<file path="config.mk">
export PLATFORM = sky130hd
export DESIGN_NAME = ram_arbiter
export DESIGN_NICKNAME = d
export VERILOG_FILES = /design/src/rtl/ram_arbiter.sv
export SDC_FILE = /design/constraint.sdc
export NUM_CORES = 1
export LEC_CHECK = 0
export CORE_MARGIN = 10
export CORE_UTILIZATION = 41
export DETAILED_ROUTE_END_ITERATION = 7
export PLACE_DENSITY = 0.86
export REMOVE_ABC_BUFFERS = 1
export SLEW_MARGIN = 20
export SYNTH_ARGS = -nofsm -noshare
export SYNTH_HDL_FRONTEND = slang
export SYNTH_SLANG_ARGS = --single-unit
</file>
<file path="constraint.sdc">
create_clock -name clk -period 3.6 [get_ports clk]
set_clock_uncertainty 0.15 [all_clocks]
set_input_delay 0.72 -clock clk [delete_from_list [all_inputs] [get_ports clk]]
set_output_delay 0.72 -clock clk [all_outputs]
set_load 0.02 [all_outputs]
</file>
<file path="src/rtl/ram_arbiter.sv">
`default_nettype none
// ============================================================================
// Module      : ram_arbiter
// Description : Arbitrates dpram port A between four sources: the ioctl
//               image/PRG downloader, the PRG end-pointer patcher, the
//               memory eraser and the VTL (VDC) chip port. The priority is
//               download > patch > erase > VDC.
//               Ports:
//                 clk, reset                 - clock, synchronous active-high reset
//                 ioctl_*                    - downloader (index 0 raw, 1 PRG)
//                 eraser_*                   - eraser write stream
//                 vdc_rd/wr/addr/din         - VTL chip request port
//                 vdc_wait                   - VTL request not served this cycle
//                 ram_addr/din/we/en         - dpram port A
//                 cpu_hold, blank            - CPU hold and video blank requests
//                 erase_conflict             - sticky flag: an eraser write was dropped
// Revision    : 1.0 - initial release
// ============================================================================
module ram_arbiter #(
    parameter logic [17:0] PRG_BASE = 18'h08995,
    parameter logic [17:0] PTR_BASE = 18'h083E9
) (
    input  logic        clk,
    input  logic        reset,
    input  logic        ioctl_download,
    input  logic        ioctl_wr,
    input  logic [7:0]  ioctl_index,
    input  logic [24:0] ioctl_addr,
    input  logic [7:0]  ioctl_data,
    input  logic        eraser_busy,
    input  logic        eraser_wr,
    input  logic [24:0] eraser_addr,
    input  logic [7:0]  eraser_data,
    input  logic        vdc_rd,
    input  logic        vdc_wr,
    input  logic [24:0] vdc_addr,
    input  logic [7:0]  vdc_din,
    output logic        vdc_wait,
    output logic [17:0] ram_addr,
    output logic [7:0]  ram_din,
    output logic        ram_we,
    output logic        ram_en,
    output logic        cpu_hold,
    output logic        blank,
    output logic        erase_conflict
);

    typedef enum logic [1:0] {
        S_VDC   = 2'd0,
        S_DL    = 2'd1,
        S_PATCH = 2'd2,
        S_ERASE = 2'd3
    } state_t;

    state_t      state_q;
    logic [1:0]  p_q;
    logic [15:0] end_ptr_q;
    logic        seen_wr_q;
    logic        erase_conflict_q;

    logic [24:0] w_prg_addr;
    logic [15:0] w_end_ptr;
    logic        w_is_prg;
    logic        w_vdc_req;
    logic        w_unused;

    assign w_is_prg   = (ioctl_index == 8'd1);
    assign w_prg_addr = ioctl_addr + {7'd0, PRG_BASE};
    // End pointer is the address one past the last PRG byte written.
    assign w_end_ptr  = w_prg_addr[15:0] + 16'd1;
    assign w_vdc_req  = vdc_rd | vdc_wr;
    assign w_unused   = ^{eraser_addr[24:18], vdc_addr[24:18], w_prg_addr[24:18]};

    always_ff @(posedge clk) begin
        if (reset) begin
            state_q          <= S_VDC;
            p_q              <= 2'd0;
            end_ptr_q        <= 16'd0;
            seen_wr_q        <= 1'b0;
            erase_conflict_q <= 1'b0;
        end else begin
            // The eraser owns the RAM only in S_ERASE; anything else is lost.
            if (eraser_wr && (state_q != S_ERASE)) begin
                erase_conflict_q <= 1'b1;
            end
            case (state_q)
                S_VDC: begin
                    if (ioctl_download) begin
                        state_q <= S_DL;
                    end else if (eraser_busy) begin
                        state_q <= S_ERASE;
                    end
                end
                S_DL: begin
                    if (ioctl_wr && w_is_prg) begin
                        end_ptr_q <= w_end_ptr;
                        seen_wr_q <= 1'b1;
                    end
                    if (!ioctl_download) begin
                        seen_wr_q <= 1'b0;
                        state_q   <= (w_is_prg && seen_wr_q) ? S_PATCH : S_VDC;
                    end
                end
                S_PATCH: begin
                    // A new download pre-empts the pointer patch entirely.
                    if (ioctl_download) begin
                        state_q <= S_DL;
                        p_q     <= 2'd0;
                    end else if (p_q == 2'd3) begin
                        state_q <= S_VDC;
                        p_q     <= 2'd0;
                    end else begin
                        p_q <= p_q + 2'd1;
                    end
                end
                S_ERASE: begin
                    if (ioctl_download) begin
                        state_q <= S_DL;
                    end else if (!eraser_busy) begin
                        state_q <= S_VDC;
                    end
                end
                default: state_q <= S_VDC;
            endcase
        end
    end

    // RAM port is a combinational mux on the registered state so that each
    // source sees single-cycle write latency. Nothing is written during reset.
    always_comb begin
        ram_addr = 18'd0;
        ram_din  = 8'd0;
        ram_we   = 1'b0;
        ram_en   = 1'b0;
        if (!reset) begin
            case (state_q)
                S_VDC: begin
                    ram_addr = vdc_addr[17:0];
                    ram_din  = vdc_din;
                    ram_we   = vdc_wr;
                    ram_en   = w_vdc_req;
                end
                S_DL: begin
                    if (ioctl_wr) begin
                        ram_addr = w_is_prg ? w_prg_addr[17:0] : ioctl_addr[17:0];
                        ram_din  = ioctl_data;
                        ram_we   = 1'b1;
                        ram_en   = 1'b1;
                    end
                end
                S_PATCH: begin
                    ram_addr = PTR_BASE + {16'd0, p_q};
                    ram_din  = p_q[0] ? end_ptr_q[15:8] : end_ptr_q[7:0];
                    ram_we   = 1'b1;
                    ram_en   = 1'b1;
                end
                S_ERASE: begin
                    ram_addr = eraser_addr[17:0];
                    ram_din  = eraser_data;
                    ram_we   = eraser_wr;
                    ram_en   = 1'b1;
                end
                default: begin
                    ram_addr = 18'd0;
                end
            endcase
        end
    end

    assign vdc_wait       = w_vdc_req & (state_q != S_VDC);
    assign cpu_hold       = ioctl_download | eraser_busy | (state_q != S_VDC) | reset;
    assign blank          = ioctl_download | eraser_busy | (state_q == S_DL) | (state_q == S_PATCH);
    assign erase_conflict = erase_conflict_q;

endmodule
`default_nettype wire

</file>
Word level (Yosys, flattened, before mapping) --
Index checks and enable logic that the tools add are counted.
Storage, ports and cells: output and inout port bits 32, memory bits (writable) 0, ROM bits 0, bits in registers 22, memories kept 0, bits of input ports 115, bits in latches 0
Operators by class: shift operators 0, $mul 0, equal/unequal tests 11, reduce and logical (&&, ||, !) cells 9, divide/modulo/power cells 0, multiplexer cells 26, $add $sub $neg 4, order comparisons 0, bitwise logic cells 7
Operators with widths (number):
- $pmux 18 s4 | 1
- $mux 18 | 3
- $pmux 8 s4 | 1
- $mux 8 | 3
- $mux 2 | 10
- $add 18x16->18 const B | 1
- $add 16x2->17 const A | 1
- $add 16x1->16 const B | 1
- $ne 3x3->1 const B | 3
- $eq 8x1->1 const B | 1
- $pmux 2 s4 | 1
- $eq 2x2->1 const B | 3
- $or 1x1->1 | 6
- $mux 1 | 5
- $ne 2x2->1 const B | 2
- $pmux 1 s4 | 1
- $reduce_and 2->1 | 2
- $reduce_and 4->1 | 1
- $logic_and 1x1->1 | 3
- $pmux 1 s3 | 1
- $add 2x1->2 const B | 1
- $eq 2x1->1 const B | 1
- $logic_not 2->1 | 1
- $ne 2x1->1 const B | 1
- 3 further kinds | 3

Logic depth before layout (Yosys ltp) --
depth in word-level cells 5, mapped depth 8, depth with buffers taken out 7

Worst setup path after synthesis --
OpenSTA, ideal clock, no wires.
path kind input-to-output, start input port ioctl_addr[0], end output port ram_addr[16], slack 0.055 ns, arrival time 2.675 ns, cell stages on the path 8, buffers on the path 1, cells stage by stage ha_1 -> clkbuf_1 -> nor3_1 -> o21ai_0 -> a21oi_1 -> nor3b_1 -> mux2i_1 -> a311oi_1
Between the ends: longest elaborated chain between the ends 5
Ends and longest elaborated chain:
- start: declaration | line 28 | input logic [24:0] ioctl_addr,
- $add 18x16->18 | line 68 | assign w_prg_addr = ioctl_addr + {7'd0, PRG_BASE};
- $mux 18 | line 145 | ram_addr = w_is_prg ? w_prg_addr[17:0] : ioctl_addr[17:0];
- $mux 18 | line 144 | if (ioctl_wr) begin
- $pmux 18 s4 | line 136 | case (state_q)
- $mux 18 | line 135 | if (!reset) begin
- end: declaration | line 39 | output logic [17:0] ram_addr,
Every way passes these cells.

Worst setup path after layout --
start input port ioctl_addr[0], end register end_ptr_q[12]
Between the ends: longest elaborated chain between the ends 2
Ends and longest elaborated chain:
- $add 18x16->18 | line 68
- $add 16x1->16 | line 70 | assign w_end_ptr = w_prg_addr[15:0] + 16'd1;
- end signal: assignment | line 96 | end_ptr_q <= w_end_ptr;
- end: declaration | line 57 | logic [15:0] end_ptr_q;
Every way passes these cells. A chain may end at the register's enable or synchronous reset.

==> flow_metrics.tcl <==
set metrics [dict create \
    status "completed" \
    rows 30 \
    fmax_mhz 283.6 \
    dpl.hpwl_mm 9.028 \
    worstPathMaxFanout 10 \
    gp_congestion 0.8857 \
    ant_nets 0 \
    vias 3860 \
    wl_met2_mm 6.001 \
    synth-xor-area-share_pct 9.054 \
    synth_mux_area_share_pct 4.728 \
    area_growth_pct 66.99 \
    yosys-top-cells-area "dfxtp_1 (16%), nor2_1 (7.2%), xnor2_1 (6.6%)" \
    synth-compound-area-share_pct 33.94 \
    synth_common_cells "nor2_1 (54), clkbuf_1 (34), a21oi_1 (30)" \
    fin_crit_ns 3.526 \
    numPortBuffers 125 \
    holdWs_ns 0.3204 \
    grt_max_degree 33 \
    io_pins 147 \
    finish.utilization_pct 69.72 \
    min_from "end_ptr_q[0]$_SDFFE_PP0P_" \
    viasPerCell 5.938 \
    max-slew-margin-rel_pct 55.58 \
    async_reset_ff_share_pct 0 \
    die_height_um 102.7 \
    grt_pass1_vias 3743 \
    cts_max_level 1 \
    cts.reportedPaths.clkPinSlew_ns 0.09 \
    hold_end "end_ptr_q[0]$_SDFFE_PP0P_" \
    pre_cts_ws_ns -0.6235 \
    ff2ff_setup_slack_ns 1.27 \
    end_kind "register" \
    die_w_um 102.7 \
    layout-drive-gt1-share_pct 19.47 \
    start_util_pct 41.75 \
    synth_fa_ha_area_share_pct 1.338 \
    yosys.area_share.simple_pct 28.95 \
    setup_viol 0 \
    total_leakage_power_nw 1.881 \
    rsz0062_at_grt "yes" \
    avgSynthCellArea_um2 6.842 \
    hold_depth 2 \
    route.met3.wl_um 799 \
    cts_tree "done" \
    numCtsBuffers 3 \
    yosysSeqAreaShare_pct 15.70 \
    grt_overflow 0 \
    cp_data_required_time_ns 3.63 \
    wl_per_cell_um 17.98 \
    worstReg2RegStart "state_q[0]$_SDFFE_PP0P_" \
    rr_endpoint "end_ptr_q[14]$_SDFFE_PP0P_" \
    crit_type "input port to register" \
    syn_inst 410 \
    worstMarginPinSlew_ns 0.6656 \
    core_area_um2 6719 \
    grtUsageTotal_pct 20.41 \
    wl_met1_mm 4.683 \
    startpoint "ioctl_addr[0]" \
    worst_slack_ns 0.07435 \
    start_kind "input port" \
    drt_iter0_drc 288 \
    clockRootBuffer "clkbuf_8" \
    drv_slew 0 \
    insertion_delay_ns 0.27 \
    synth_top_family_by_area "compound AO/OA/AOI/OAI gates" \
    drc_errors 0 \
    powerDensity_nw_per_um2 205.7 \
    drt-total-wl_mm 11.69 \
    top_layer_used "met4" \
    die_area_um2 10550 \
    ir_worst_vdd_mv 0.08741 \
    cts_sinks 22 \
    hold_viol_final 0 \
    worst_ep_arrival_time_ns 3.56 \
    first_pass_iters 5 \
    grt_pass1_wl_mm 17.94 \
    r2r_cells 7 \
    period_share_pct 97.93 \
    clockBufferDepth 2 \
    synth_top_area_share_pct 15.70 \
    syn_area_um2 2805 \
    synth_ff_type "dfxtp_1" \
    synth_edf_count 0 \
    n_antenna_cell 0 \
    p_total_mw 0.9635 \
    synth.most_common_cell "nor2_1" \
    nNetsFinal 689 \
    ys_ff_latch 22 \
    antenna_found_initial 0 \
    synth_cell_types 53 \
    maxCapViolCount 0 \
    ys.warnings.count 0 \
    min_path_type "register to register" \
    fin_tns_setup_ns 0 \
    yosysTopAreaCell "dfxtp_1" \
]
[layout make-up]
type / instances / area (um2)
Clock buffer: 3 / 41.29
Clock inverter: 1 / 30.03
Fill cell: 545 / 2034
Inverter: 8 / 30.03
Multi-Input combinational cell: 341 / 2286
Sequential cell: 22 / 440.4
Tap cell: 80 / 100.1
Timing Repair Buffer: 195 / 1757
[registers in the layout (all words and copies together), names as in the netlist]
signal,cells
p_q,2
erase_conflict,1
end_ptr_q,16
state_q,2
seen_wr_q,1
[where the power goes]
group	total [mW]	internal [mW]	leakage (nW)	switching, mW
Sequential	0.252	0.246	0.178	0.00608
Combinational	0.479	0.251	1.67	0.228
Clock	0.232	0.149	0.0357	0.0838
Total	0.964	0.645	1.88	0.318
[placed cells by master (no fill, tap or decap), drive strengths merged, types with 3 or more instances in the layout]
cell type,n
o22ai,3
clkdlybuf4s50,91
clkbuf,4
xnor2,21
a22oi,6
a21boi,4
nand4,6
o31ai,4
o21ai,14
nor2b,3
a221oi,10
a211oi,15
nand3b,7
xor2,8
inv,8
and3,4
a222oi,8
mux2i,11
a21oi,30
o21a,4
nor2,54
or4,6
clkdlybuf4s15,5
ha,3
a31oi,4
a21o,3
nand2b,11
nor4,5
o211ai,6
and2,4
dlymetal6s2s,11
a211o,3
nand3,12
dlygate4sd2,6
dfxtp,22
nand2,25
nor3,18
a311oi,4
buf,81
[what timing repair did]
| action | in CTS | in global routing |
|---|---|---|
| buffers inserted | 3 | 2 |
| cloned | 0 | 0 |
| hold buffers | 0 | 0 |
| endpoints found under the setup margin | 20 | 20 |
| pin swaps | 10 | 14 |
| gates resized for setup | 80 | 23 |
[metal layers]
metal | GRT usage [%] | vias to the layer above
met1 | 25.20 | 1814
met5 | 0 | -
met2 | 36.02 | 162
li1 | - | 1862
met4 | 5.857 | 0
met3 | 2.547 | 22
[worst max path at each step]
stage,endpoint,slack (ns),cells after the start
3_3_place_gp,ram_addr[16],-0.55,10
2_1_floorplan,ram_addr[16],0.13,7
4_1_cts,ram_addr[16],-0.03,10
6_report,end_ptr_q[12]$_SDFFE_PP0P_,0.07,10
3_5_place_dp,ram_addr[16],-0.62,10
5_1_grt,ram_addr[7],-0.02,11
[worst max-delay path, stage by stage]
cell and delay [ns]:
dlygate4sd2_1 0.25, buf_4 0.14, buf_6 0.13, a211o_4 0.35, buf_4 0.15, or4_1 0.47
a31o_1 0.21, a211o_1 0.30, or4_1 0.53, a311oi_2 0.29
[metrics by stage]
stage	cells	area, um2
6_report	650	4684
3_3_place_gp	641	4493
2_1_floorplan	371	2659
4_1_cts	648	4609
5_1_grt	650	4684
3_5_place_dp	641	4493
[cell families (layout without fill, tap and decap cells)]
kind of cell             count (synthesis)  count (layout)
AND/OR/NAND/NOR                        163             163
AO/OA/AOI/OAI                          133             133
buffers and inverters                   47             207
XOR/XNOR                                29              29
flip-flops                              22              22
multiplexers                            13              13
adder cells (fa/ha/maj)                  3               3
No activity file was read; power rests on OpenSTA's default activity.
